<file path="src/rtl/display_controller.sv">
// Six-digit hexadecimal 7-segment driver: captures a 24-bit value, decodes
// each nibble to segments (bit0=a .. bit6=g) and registers all six digits together.
module display_controller #(
  parameter int ACTIVE_LOW = 1
) (
  input  logic        clk,
  input  logic        rst,
  input  logic [23:0] data_to_display,
  output logic [6:0]  hex0,
  output logic [6:0]  hex1,
  output logic [6:0]  hex2,
  output logic [6:0]  hex3,
  output logic [6:0]  hex4,
  output logic [6:0]  hex5
);

  localparam logic [6:0] SEG_OFF = (ACTIVE_LOW != 0) ? 7'h7F : 7'h00;

  logic [23:0] r_data;
  logic [6:0]  w_seg [6];
  logic [6:0]  r_hex [6];

  // Codes are written lit-low; the active-high variant is the bitwise inverse.
  function automatic logic [6:0] seg_decode(input logic [3:0] nib);
    logic [6:0] code;
    case (nib)
      4'h0:    code = 7'h40;
      4'h1:    code = 7'h79;
      4'h2:    code = 7'h24;
      4'h3:    code = 7'h30;
      4'h4:    code = 7'h19;
      4'h5:    code = 7'h12;
      4'h6:    code = 7'h02;
      4'h7:    code = 7'h78;
      4'h8:    code = 7'h00;
      4'h9:    code = 7'h10;
      4'hA:    code = 7'h08;
      4'hB:    code = 7'h03;
      4'hC:    code = 7'h46;
      4'hD:    code = 7'h21;
      4'hE:    code = 7'h06;
      default: code = 7'h0E;
    endcase
    return (ACTIVE_LOW != 0) ? code : ~code;
  endfunction

  always_ff @(posedge clk) begin
    if (rst) r_data <= '0;
    else     r_data <= data_to_display;
  end

  always_comb begin
    for (int unsigned k = 0; k < 6; k++) begin
      w_seg[k] = seg_decode(r_data[4*k +: 4]);
    end
  end

  always_ff @(posedge clk) begin
    for (int unsigned k = 0; k < 6; k++) begin
      if (rst) r_hex[k] <= SEG_OFF;
      else     r_hex[k] <= w_seg[k];
    end
  end

  assign hex0 = r_hex[0];
  assign hex1 = r_hex[1];
  assign hex2 = r_hex[2];
  assign hex3 = r_hex[3];
  assign hex4 = r_hex[4];
  assign hex5 = r_hex[5];

endmodule

</file>
<file path="config.mk">
export PLATFORM = sky130hd
export DESIGN_NAME = display_controller
export DESIGN_NICKNAME = d
export VERILOG_FILES = /design/src/rtl/display_controller.sv
export SDC_FILE = /design/constraint.sdc
export NUM_CORES = 1
export LEC_CHECK = 0
export ABC_AREA = 1
export CAP_MARGIN = 20
export CORE_UTILIZATION = 50
export DETAILED_ROUTE_END_ITERATION = 8
export GPL_ROUTABILITY_DRIVEN = 1
export PLACE_DENSITY_LB_ADDON = 0.08
export SLEW_MARGIN = 20
export SYNTH_ARGS = -nofsm -noshare
export SYNTH_HDL_FRONTEND = slang
export SYNTH_SLANG_ARGS = --single-unit
export TNS_END_PERCENT = 100
</file>
<file path="constraint.sdc">
create_clock -name clk -period 2.1 [get_ports clk]
set_input_delay 0.525 -clock clk [delete_from_list [all_inputs] [get_ports clk]]
set_output_delay 0.525 -clock clk [all_outputs]
set_load 0.005 [all_outputs]
</file>
Word-level counts from Yosys, hierarchy flattened

Memory sizes are Yosys's and may differ from the RTL's. A register that Yosys moved wholly into a read port is not among the register bits.
Cells that the tools add are included.

Muxes and demuxes: 15
Bitwise gates (word level): 6

Operators by type and width:

| kind              | number |
|---|---|
| two-way mux 7 bit | 6 |
| two-way mux 4 bit | 6 |
| OR 1 bit          | 6 |
| two-way mux 1 bit | 3 |

Register bits: 0
RAM bits: 42
Bits in read-only memories: 672
Input port bits: 26
Output and inout port bits: 42
Logic and storage cells: 28
Memories: 7

Memories:

| name             | depth | width | rd ports | clocked after memory_dff | write ports | line | text |
|---|---|---|---|---|---|---|---|
| (name not given) | 16    | 7     | 1        | 1                        | 0           | 26   | `case (nib)` |
| (name not given) | 16    | 7     | 1        | 1                        | 0           | 26   |  |
| (name not given) | 16    | 7     | 1        | 1                        | 0           | 26   |  |
| (name not given) | 16    | 7     | 1        | 1                        | 0           | 26   |  |
| (name not given) | 16    | 7     | 1        | 1                        | 0           | 26   |  |
| (name not given) | 16    | 7     | 1        | 1                        | 0           | 26   |  |
| 1 more memories  | n/a   | n/a   | n/a      | n/a                      | n/a         | n/a  |  |

Longest topological paths before layout

Gate-level depths: netlist (run 1).

Depth after elaboration: 3
Mapped depth: 11
Mapped depth without buffers: 9

Worst setup path after synthesis (run 1)

No wires, ideal clock.

Path kind: input -> register
Start point: input rst
End point: register, netlist name w_seg[31]
Library setup time: 0.112 ns
Data arrival time: 1.697 ns
Required time: 1.988 ns
Path slack: 0.291 ns
Stages: 10
Buffers on the path: 3
Path through: buf_6 buf_6 buf_6 nor2_1 inv_1 ha_1 inv_1 nand3_1 nand3_1 nand2_1

Longest elaborated chain between the ends: 1

Ends and longest elaborated chain:

| what                        | line | text |
|---|---|---|
| start: declaration          | 7    | `input logic rst,` |
| two-way mux 4 bit (no line) | n/a  |  |

No other way between the ends.

Final worst setup path (run 1)

Start point: input rst
End point: register, netlist name w_seg[31]

Longest elaborated chain between the ends: 1

Ends and longest elaborated chain:

| what |
|---|
| two-way mux 4 bit (no line) |

No other way between the ends.

==> run_results.csv, run 1 <==
group,metric,value,unit
grt,gr-usage-met1,20.4,%
synth,ys_warn_count,0,
critical_path,cp_slowest_cell,"clkdlybuf4s50_1",
cts,worstSkewPairLatency,0.34,ns
critical_path,crit_fanout,18,
grt,grt_use_met2,33.4,%
sta,setup_viol,0,
sta,worst_pin_slew,0.347,ns
synth,ys_ff_latch,84,
synth,dominantRegCellSynth,"dfxtp_1",
grt,gr-total-overflow,0,
final_layout,utilization,68.4,%
final_layout,synthToLayoutAreaGrowth,31.9,%
placed_design,portBuffers,67,
floorplanning,rows,31,
placed_design,place_congestion,0.921,
synth,synthesis.area,3780,µm²
critical_path,r2r-start,"w_seg[21]",
floorplanning,core,7290,µm²
final_layout,drive_gt1_share,16.4,%
cts,max-clock-path-buffers,2,
final_layout,final_nets,650,
sta,clock_skew,0.00567,ns
placed_design,dp.cells,676,
critical_path,cp_num_buf_inv,5,
floorplanning,die_width,89.0,µm
sta,relSlewSlack,76.8,%
route,viasPerCell,4.50,
critical_path,r2r-end,"r_hex[1][0]",
power_and_ir_drop,p_per_area,711,nW/µm²
route,drt-pass1-iter-count,5,
floorplanning,num_io_pins,68,
synth,synth-seq-area-share,44.4,%
sta,setup_tns,0,ns
synth,syn_area_per_cell,7.82,µm²
route,drcViolationCount,0,
floorplanning,floorplan.initialDensity,51.9,%
critical_path,critPathLaunchType,"primary input",
synth,yosysUniqueCellTypes,19,
route,wl_per_cell,9.75,µm
critical_path,worstSetupEndpointType,"flop",
synth,synth_top_cell_area_share,44.4,%
floorplanning,die_y,89.0,µm
grt,antenna_found_initial,0,
sta,fin_crit_sh,84.9,%
synth,syn-num-nets,546,
sta,hold_violations,0,
power_and_ir_drop,total_power,0.00355,W
route,vias,3111,
cts,clkSinkCount,84,
critical_path,crit_path_max_incr_delay,0.50,ns
critical_path,worst-endpoint-required,2.33,ns
critical_path,path_class,"primary input to flop",
route,drtIter0Drc,83,
worst_hold_path,min_path_type,"flop to flop",
synth,synth_top_cell_by_area,"dfxtp_1",
cts,cts.hold.buffers_added,0,
worst_hold_path,worstHoldStart,"w_seg[1]",
cts,cts.clk_slew.worst_paths,0.07,ns
cts,postCtsSetupBuffers,0,
synth,synth-edff-count,0,
power_and_ir_drop,ir_worst_vdd,0.000366,V
grt,use_met3,3.23,%
status,status,"finished, final reports clean",
grt,first_global_vias,2709,
final_layout,diodes,0,
synth,post-synth-top-count-cell,"nand2_1",
grt,grt_max_degree,23,
power_and_ir_drop,leakage,2.66,nW
critical_path,r2r_slack,1.42,ns
critical_path,r2r_cells,1,
synth,synthesis.instances,484,
placed_design,dpl_worst_slack,-0.0479,ns
synth,synth_common_cells,"nand2_1 (155), dfxtp_1 (84), nand3_1 (64)",
sta,fin_ws,0.317,ns
flow_run,max_cap_violations,0,
grt,grt_pass1_wl,11.3,mm
route,routed_wl,6.75,mm
cts,cts_inserted_buffers,9,
sta,final_max_slew_viol_count,0,
cts,cts_resized,0,
grt,grt-busiest-layer,"met2",
sta,fmax,561,MHz
cts,cts_root_buffer,"clkbuf_8",
cts,cts_tree,"built",
route,ant_nets,0,
worst_hold_path,worstHoldEndpoint,"r_hex[2][8]",
sta,layout_min_cycle_time,1.78,ns
cts,cts.htree.levels,3,
placed_design,dp.final_hpwl,5.32,mm
final_layout,fillers,665,
final_layout,instances_no_fill,692,
critical_path,path_cells,"clkdlybuf4s50_1 -> buf_12 -> inv_4 -> nand2_1 -> inv_1 -> ha_1 -> inv_1 -> nand3_1 -> nand3_1 -> nand2_1",
worst_hold_path,hold_depth,1,
synth,ys_top_cells_by_area,"dfxtp_1 (44%), nand2_1 (15%), ha_1 (12%), nand3_1 (8.5%), or2_2 (6.9%)",
synth,async_reset_ff_share,0,%
grt,track_usage,18.3,%
critical_path,critPathArrivalTime,2.02,ns
critical_path,critPathTopFamily,"buffers and inverters",
floorplanning,dieArea,7920,µm²
sta,rsz0062_at_grt,"false",
final cells by class:
class	instances	area, µm²	area share [%]
sequential	84	1680	33.7
clock buffer	12	145	2.91
tap	99	124	2.48
multi-input combinational	328	1780	35.6
inverter	62	235	4.71
clock inverter	4	72.6	1.45
timing repair buffer	103	953	19.1
kinds of logic after synthesis:
kind of cell,Yosys count,share of synthesized area (%)
simple gates,286,34.3
flops,84,44.4
buf+inv,72,8.56
fa+ha+maj,36,11.9
compound gates,6,0.793
power by group:
group	internal [W]	leakage [nW]	switching, W
combinational	0.000321	1.85	0.000270
sequential	0.00173	0.703	0.0000266
clock	0.000701	0.107	0.000500
layout by cell type (no fill, tap or decap), drive strengths merged:
cell type      netlist  final
clkinv               0      1
bufinv               0      2
buf                  7     36
inv                 62     62
o21ai                6      6
dfxtp               84     84
nand3b               1      1
nand3               64     64
ha                  36     36
clkbuf               3     12
nor2                14     14
nand4                6      6
clkinvlp             0      1
clkdlybuf4s50        0     67
nand2              159    159
or2                 42     42
stage by stage:
| stage | cell area [µm²] | hold WS, ns |
|---|---|---|
| 2_1_floorplan | 3780 | 0.389 |
| 3_3_place_gp | 4770 | 0.391 |
| 3_5_place_dp | 4770 | 0.392 |
| 4_1_cts | 4990 | 0.409 |
| 5_1_grt | 4990 | 0.421 |
| 6_report | 4990 | 0.407 |
metal layers:
metal / up-vias / wire length (µm)
li1: 1687 / -
met1: 1322 / 2850
met2: 92 / 3500
met3: 10 / 269
met4: 0 / 127
met5: - / 0
worst max-delay path by stage:
stage,from,end,cells after the start
6_report,rst,w_seg[31],10
5_1_grt,rst,w_seg[16],9
4_1_cts,rst,w_seg[31],10
3_5_place_dp,rst,w_seg[31],10
3_3_place_gp,rst,w_seg[21],10
2_1_floorplan,rst,w_seg[31],10
flip-flops by register name, indices dropped and copies added, names as in the netlist:
register and count:
r_hex 42, w_seg 42
No activity file was read; power rests on OpenSTA's default activity.
==> run 2: changes to the inputs <==
CORE_UTILIZATION = 47   (was 50)
clock period = 1.5 ns   (was 2.1 ns; I/O delays follow)
==> run 2 against run 1 <==
- final cell count grew 2.2%
- sequential power grew 40%
- clock power grew 59%
- register-to-register slack lost 0.60 ns
- total power grew 46%
- setup slack lost 0.22 ns
- utilization shrank 1.7 points
- critical path type unchanged
==> run_results.csv, run 2 (synthesized netlist as in run 1, its figures left out) <==
group,metric,value,unit
status,status,"finished, final reports clean",
sta,holdWs,0.404,ns
critical_path,r2r_slack,0.82,ns
critical_path,critPathLaunchType,"primary input",
placed_design,place_congestion,0.891,
floorplanning,die_y,91.7,µm
final_layout,fillers,691,
critical_path,path_class,"primary input to flop",
floorplanning,num_io_pins,68,
final_layout,final_common_cell,"nand2_1",
cts,cts.hold.buffers_added,0,
cts,cts_tree,"built",
route,met3_wirelength,231,µm
sta,setup_tns,0,ns
critical_path,crit_path_max_incr_delay,0.50,ns
critical_path,cp_slowest_cell,"clkdlybuf4s50_1",
sta,clock_skew,0.00565,ns
critical_path,r2r_cells,1,
cts,max-clock-path-buffers,2,
cts,worstSkewPairLatency,0.34,ns
grt,gr-total-overflow,0,
grt,antenna_found_initial,0,
sta,worst_pin_slew,0.298,ns
sta,layout_min_cycle_time,1.40,ns
grt,track_usage,17.7,%
route,viasPerCell,4.44,
sta,fin_crit_sh,93.6,%
floorplanning,core,7770,µm²
final_layout,drive_gt1_share,22.3,%
worst_hold_path,hold_depth,1,
critical_path,worstSetupEndpointType,"flop",
route,wl_per_cell,9.76,µm
critical_path,critPathArrivalTime,1.63,ns
route,drt-pass1-iter-count,4,
floorplanning,die_width,91.7,µm
power_and_ir_drop,total_power,0.00517,W
route,ant_nets,0,
route,vias,3137,
final_layout,synthToLayoutAreaGrowth,36.9,%
floorplanning,dieArea,8410,µm²
grt,grt_max_degree,18,
cts,cts.clk_slew.worst_paths,0.08,ns
placed_design,dp.final_hpwl,5.55,mm
route,wl_met1,3.06,mm
critical_path,worst-endpoint-required,1.73,ns
sta,final_max_slew_viol_count,0,
route,routed_wl,6.90,mm
final_layout,layout_common_cells,"nand2_1 (150), dfxtp_1 (83), nand3_1 (64), inv_1 (55), buf_4 (48)",
critical_path,r2r-end,"r_hex[1][3]",
final_layout,final_nets,662,
sta,rsz0062_at_grt,"false",
worst_hold_path,worstHoldEndpoint,"r_hex[0][12]",
final_layout,diodes,0,
cts,cts_inserted_buffers,9,
cts,cts_root_buffer,"clkbuf_8",
cts,clkSinkCount,84,
worst_hold_path,worstHoldStart,"w_seg[33]",
route,wl_met2,3.52,mm
final_layout,seqCellArea,1680,µm²
grt,first_global_vias,2910,
power_and_ir_drop,p_per_area,999,nW/µm²
flow_run,max_cap_violations,0,
grt,grt_pass1_wl,12.1,mm
sta,relSlewSlack,80.1,%
critical_path,r2r-start,"w_seg[24]",
worst_hold_path,min_path_type,"flop to flop",
sta,setup_viol,0,
final_layout,multi_input_area,1910,µm²
power_and_ir_drop,leakage,2.75,nW
critical_path,path_cells,"clkdlybuf4s50_1 -> inv_1 -> nor2_4 -> inv_2 -> ha_1 -> nand3b_1 -> nand3_1 -> nand2_1",
critical_path,crit_fanout,4,
cts,cts.htree.levels,3,
sta,fmax,713,MHz
route,drcViolationCount,0,
placed_design,portBuffers,67,
route,highest-signal-layer,"met4",
route,drtIter0Drc,67,
sta,hold_violations,0,
floorplanning,rows,32,
floorplanning,floorplan.initialDensity,48.7,%
power_and_ir_drop,ir_worst_vdd,0.000507,V
## run 2: changes by cell type in the layout (fill, tap and decap cells not counted), sizes merged
| cell | before | now |
|---|---|---|
| clkinvlp | 1 | 0 |
| clkdlybuf4s50 | 67 | 24 |
| bufinv | 2 | 3 |
| buf | 36 | 49 |
| dlygate4sd2 | 0 | 42 |
## run 2: layout make-up
| type | count | share of cell area, % |
|---|---|---|
| multi-input cells | 328 | 36.9 |
| inverters | 62 | 4.54 |
| flip-flops and latches | 84 | 32.5 |
| clock buffers | 12 | 3.00 |
| well taps | 102 | 2.46 |
| clock inverters | 4 | 1.84 |
| repair buffers | 115 | 18.8 |
## run 2: critical path, delay by kind of cell
kind / cells / cell delay, ns
buffers and inverters: 3 / 0.67
AND/OR/NAND/NOR: 4 / 0.38
adder cells (fa/ha/maj): 1 / 0.21
## run 2: metal layers
layer  global-route usage (%)  vias to the layer above
li1                         -                     1717
met1                     19.1                     1360
met2                     33.1                       54
met3                     4.64                        6
met4                     6.25                        0
met5                        0                        -
## run 2: repair_timing
action / 4_1_cts / 5_1_grt
setup buffers: 0 / 0
resized for setup: 43 / 0
pin swaps: 0 / 1
endpoints found under the setup margin: 42 / 1
## run 2: power by group
group	switching (W)	internal (W)	total, W
sequential	0.0000347	0.00242	0.00245
clock	0.000712	0.00119	0.00191
combinational	0.000401	0.000413	0.000814
total	0.00115	0.00403	0.00517
## run 2: how the worst max path moves through the flow
stage,start,end,slack (ns),cells past startpoint
after CTS,data_to_display[16],w_seg[7],0.08,8
after floorplan,rst,w_seg[10],0.008,10
after detailed placement,data_to_display[16],w_seg[7],-0.27,8
after global placement,data_to_display[8],w_seg[24],-0.25,9
final,data_to_display[16],w_seg[7],0.1,8
after global routing,data_to_display[16],w_seg[7],0.006,8
## run 2: per-stage QoR
step | util (%) | area (µm²) | instances | setup WS (ns)
2_1_floorplan | - | 3930 | 484 | 0.00757
3_3_place_gp | 64.1 | 4980 | 691 | -0.253
3_5_place_dp | 64.1 | 4980 | 691 | -0.269
4_1_cts | 66.7 | 5180 | 707 | 0.0816
5_1_grt | 66.7 | 5180 | 707 | 0.00628
6_report | 66.7 | 5180 | 707 | 0.0967
==> run 3: changes to the inputs <==
CORE_MARGIN = 5   (was default)
SLEW_MARGIN = default   (was 20)
==> run 3 against run 2 <==
- clock skew is 0.0017 ns higher
- routed wire length up 5.6%
- critical path depth did not move
- die area increased by 18%
- utilization increased by 0.27 points
- maximum frequency down 2.8%
- via count increased by 1.1%
- setup slack got worse by 0.040 ns
- first-iteration DRC count grew 1.5%
- sequential share of layout area down 0.13 points
==> run_results.csv, run 3 (synthesized netlist as in run 1, its figures left out) <==
group,metric,value,unit
status,status,"finished, final reports clean",
critical_path,worst-endpoint-required,1.72,ns
cts,clkSinkCount,84,
final_layout,final_nets,662,
route,ant_nets,0,
placed_design,placed_area,4980,µm²
final_layout,postLayoutCellArea,5200,µm²
critical_path,path_class,"primary input to flop",
route,drtIter0Drc,68,
final_layout,drive_gt1_share,22.5,%
sta,clock_skew,0.00733,ns
power_and_ir_drop,p_per_area,1020,nW/µm²
critical_path,crit_path_frequent_cell,"nand2_1",
final_layout,layout_common_cells,"nand2_1 (150), dfxtp_1 (83), nand3_1 (64), inv_1 (54), buf_4 (48)",
grt,grt_max_degree,21,
cts,cts_root_buffer,"clkbuf_8",
placed_design,place_congestion,0.809,
floorplanning,rows,32,
critical_path,crit_path_max_incr_delay,0.47,ns
cts,cts.htree.levels,3,
placed_design,dp.cells,691,
sta,fin_crit_sh,96.2,%
final_layout,diodes,0,
floorplanning,die_width,99.7,µm
critical_path,cp_slowest_cell,"clkdlybuf4s50_1",
cts,worstSkewPairLatency,0.33,ns
critical_path,worstSetupEndpointType,"flop",
cts,cts.hold.buffers_added,0,
sta,hold_violations,0,
grt,track_usage,15.5,%
sta,rsz0062_at_grt,"false",
grt,grt_pass1_wl,12.7,mm
flow_run,max_cap_violations,0,
sta,layout_min_cycle_time,1.44,ns
final_layout,final_common_cell,"nand2_1",
final_layout,synthToLayoutAreaGrowth,37.5,%
power_and_ir_drop,ir_worst_vdd,0.000461,V
critical_path,crit_fanout,4,
route,viasPerCell,4.49,
floorplanning,core,7770,µm²
cts,max-clock-path-buffers,2,
sta,fmax,693,MHz
sta,setup_viol,0,
grt,first_global_vias,2981,
placed_design,dp.final_hpwl,5.85,mm
sta,setup_tns,0,ns
power_and_ir_drop,leakage,2.76,nW
cts,cts.clk_slew.worst_paths,0.08,ns
critical_path,critPathArrivalTime,1.67,ns
route,drcViolationCount,0,
floorplanning,floorplan.initialDensity,48.7,%
sta,relSlewSlack,79.0,%
sta,holdWs,0.399,ns
floorplanning,die_y,99.7,µm
power_and_ir_drop,p_int,0.00419,W
sta,worst_pin_slew,0.314,ns
route,routed_wl,7.29,mm
floorplanning,num_io_pins,68,
cts,cts_tree,"built",
placed_design,portBuffers,67,
route,drt-pass1-iter-count,4,
cts,cts_inserted_buffers,9,
power_and_ir_drop,swShare,21.4,%
grt,antenna_found_initial,0,
sta,final_max_slew_viol_count,0,
final_layout,instances_no_fill,706,
route,vias,3171,
worst_hold_path,min_path_type,"flop to flop",
power_and_ir_drop,combPwrFrac,15.4,%
power_and_ir_drop,pwr-share-clk,38.5,%
critical_path,path_cells,"clkdlybuf4s50_1 -> nand2_1 -> buf_4 -> ha_1 -> inv_1 -> nand2_1 -> nand3_1 -> nand2_1",
critical_path,critPathLaunchType,"primary input",
grt,gr-total-overflow,0,
floorplanning,dieArea,9950,µm²
power_and_ir_drop,switching_power,0.00114,W
power_and_ir_drop,total_power,0.00532,W
route,wl_per_cell,10.3,µm
power_and_ir_drop,power_frac_seq,46.1,%
[run 3: layout make-up]
cell class	instances	area, µm²
clock inverters	4	120
clock buffers	11	151
fillers	676	2570
flip-flops and latches	84	1680
repair buffers	115	973
multi-input cells	328	1910
well taps	102	128
inverters	62	235
[run 3: worst paths after layout]
path	end	start	depth (start not counted)	slack, ns
setup / recovery	w_seg[10]	data_to_display[17]	8	0.06
hold / removal	r_hex[0][12]	w_seg[33]	1	0.40
setup reg to reg	r_hex[2][8]	w_seg[1]	1	0.81
hold reg to reg	r_hex[0][12]	w_seg[33]	1	0.40
[run 3: what timing repair did]
| item | in CTS | in global routing |
|---|---|---|
| setup buffers | 0 | 0 |
| resized for setup | 43 | 1 |
| endpoints found under the setup margin | 42 | 2 |
[run 3: per-stage QoR]
step	util [%]	setup WS [ns]
after detailed placement	64.1	-0.264
final	67.0	0.0567
after global placement	64.1	-0.260
after floorplan	-	0.00757
after CTS	67.0	0.0786
after global routing	67.0	0.0164
[run 3: worst max-delay path: cells and delay by family]
family | cells | cell delay [ns]
fa+ha+maj | 1 | 0.21
buf+inv | 3 | 0.73
simple gates | 4 | 0.35
[run 3: power by group through the flow]
stage | clock network, W | registers (W) | logic (W)
after floorplan | 0 | 0.00252 | 0.000437
after CTS | 0.00210 | 0.00245 | 0.000830
final | 0.00205 | 0.00245 | 0.000820
after global placement | 0 | 0.00250 | 0.000873
after detailed placement | 0 | 0.00251 | 0.000889
after global routing | 0.00219 | 0.00247 | 0.000929
[run 3: routing by layer]
| layer | track usage, % | share of wire (%) | vias to the layer above |
|---|---|---|---|
| met2 | 28.5 | 51 | 81 |
| li1 | - | - | 1712 |
| met3 | 2.10 | 4.6 | 14 |
| met5 | 0 | 0 | - |
| met1 | 17.5 | 42 | 1364 |
| met4 | 7.04 | 2.2 | 0 |
==> edit, RTL diff (config.mk and constraints of run 1) <==
Put a register stage on the outputs `hex0`, `hex1`, `hex2`, `hex3`, `hex4` and `hex5`. The values now appear one clock later.
--- a/src/rtl/display_controller.sv
+++ b/src/rtl/display_controller.sv
@@ -63,10 +63,12 @@
   end
 
-  assign hex0 = r_hex[0];
-  assign hex1 = r_hex[1];
-  assign hex2 = r_hex[2];
-  assign hex3 = r_hex[3];
-  assign hex4 = r_hex[4];
-  assign hex5 = r_hex[5];
+  always_ff @(posedge clk) begin
+    hex0 <= r_hex[0];
+    hex1 <= r_hex[1];
+    hex2 <= r_hex[2];
+    hex3 <= r_hex[3];
+    hex4 <= r_hex[4];
+    hex5 <= r_hex[5];
+  end
 
 endmodule
Behaviour: not the same (Yosys sat finds a counterexample within 4 cycles, from zero or initial values and one cycle with rst high).
==> edit against run 1 <==
The flow now finishes with violations (DRC); wire length increased by 15%; via count increased by 7.9%; count of clock-buffer cells in the layout increased by 10; clock skew about the same; area after synthesis increased by 22%; register-to-register slack about the same; sequential cell count increased by 42; final cell count increased by 6.2%; power increased by 70%; design area increased by 21%; hold slack got worse by 0.088 ns; setup slack got worse by 0.059 ns; sequential share of layout area increased by 8.1 points.
==> edit: results (changes against run 1) <==
Worst setup path
  – Crit-path max cell delay: 0.52 ns (was 0.50 ns)
  – Arr. time, crit path: 1.32 ns (was 2.02 ns)
  – CP max FO: 1 (was 18)

Status
  – Failing checks: DRC
  – Status: finished, violations left (was finished clean)

Finish
  – Fill cells: 736 (was 665)
  – Share of cells above drive strength 1: 14.7% (was 16.4%)
  – Fin nets: 676 (was 650)

Global route
  – Vias in the first global route: 3250 (was 2709)
  – First-pass GRT wire length: 13800 um (was 11300 um)
  – Grt met3 use: 5.01% (was 3.23%)
  – GRT met1 Usage: 19.4% (was 20.4%)

Detailed routing
  – Total vias in the final route: 3357 (was 3111)
  – DRC: 6 (was 0)
  – DRT iter0 DRCs: 77 (was 83)

Place
  – Placer congestion estimate: 0.892 (was 0.921)
  – HPWL Detailed: 5500 um (was 5320 um)

Pwr
  – Lkg Pwr: 3.07 nW (was 2.66 nW)
  – Worst ir drop on vdd: 0.601 mV (was 0.366 mV)

Logic synthesis
  – Seq/Total Area, Yosys: 54.6% (was 44.4%)
  – Synth top cells by count: nand2_1, dfxtp_1, nand3_1 (unchanged)

CTS
  – Clk_lat worst skew: 0.50 ns (was 0.34 ns)
  – H-tree Lvls: 4 (was 3)

Hold path
  – Hold depth: 0 (was 1)

STA
  – Worst clock skew: 0.00583 ns (was 0.00567 ns)
  – Worst slew margin: 77.8% (was 76.8%)
==> edit: through the flow <==
step	setup TNS [ns]	power (mW)	instance area, um^2	setup slack, ns	std cells
2_1_floorplan	0	2.98	4620	0.285	526
3_3_place_gp	0	3.23	5430	0.0338	703
3_5_place_dp	-0.0415	3.24	5430	-0.0415	703
4_1_cts	0	6.11	6030	0.212	735
5_1_grt	0	6.33	6030	0.200	735
6_report	0	6.04	6030	0.258	735
==> edit: area by class of cell <==
cell class	count	area [um^2]	share of cell area, %
timing repair buffer	80	763	12.7
clock buffer	22	463	7.68
multi-input combinational	326	1770	29.3
sequential	126	2520	41.8
tap	108	135	2.24
inverter	63	239	3.96
clock inverter	10	136	2.26
==> edit: cells by family after synthesis <==
family / after synthesis / share of synthesized area, %
AOI/OAI and AO/OA: 6 / 0.650
adders and majority gates: 36 / 9.75
buffers and inverters: 74 / 7.10
DFF: 126 / 54.6
and+or+nand+nor: 284 / 27.9
==> edit: final timing paths <==
path / from / to / slack [ns]
worst min register to register: r_hex[4][5] / hex4[5] / 0.32
worst max-delay path: hex0[6] / hex0[6] / 0.26
worst max register to register: w_seg[25] / r_hex[2][4] / 1.42
worst min-delay path: r_hex[4][5] / hex4[5] / 0.32
==> edit: per-layer routing <==
metal  vias up  wire [um]
met1      1478       3360
met4         0        129
met3        13        295
met5         -          0
met2        71       3950
li1       1795          -
==> edit: power breakdown <==
part	total [mW]	internal (mW)	switching, mW
Clock	2.85	1.90	0.951
Combinational	0.555	0.287	0.268
Sequential	2.63	2.60	0.0394
Total	6.04	4.78	1.26
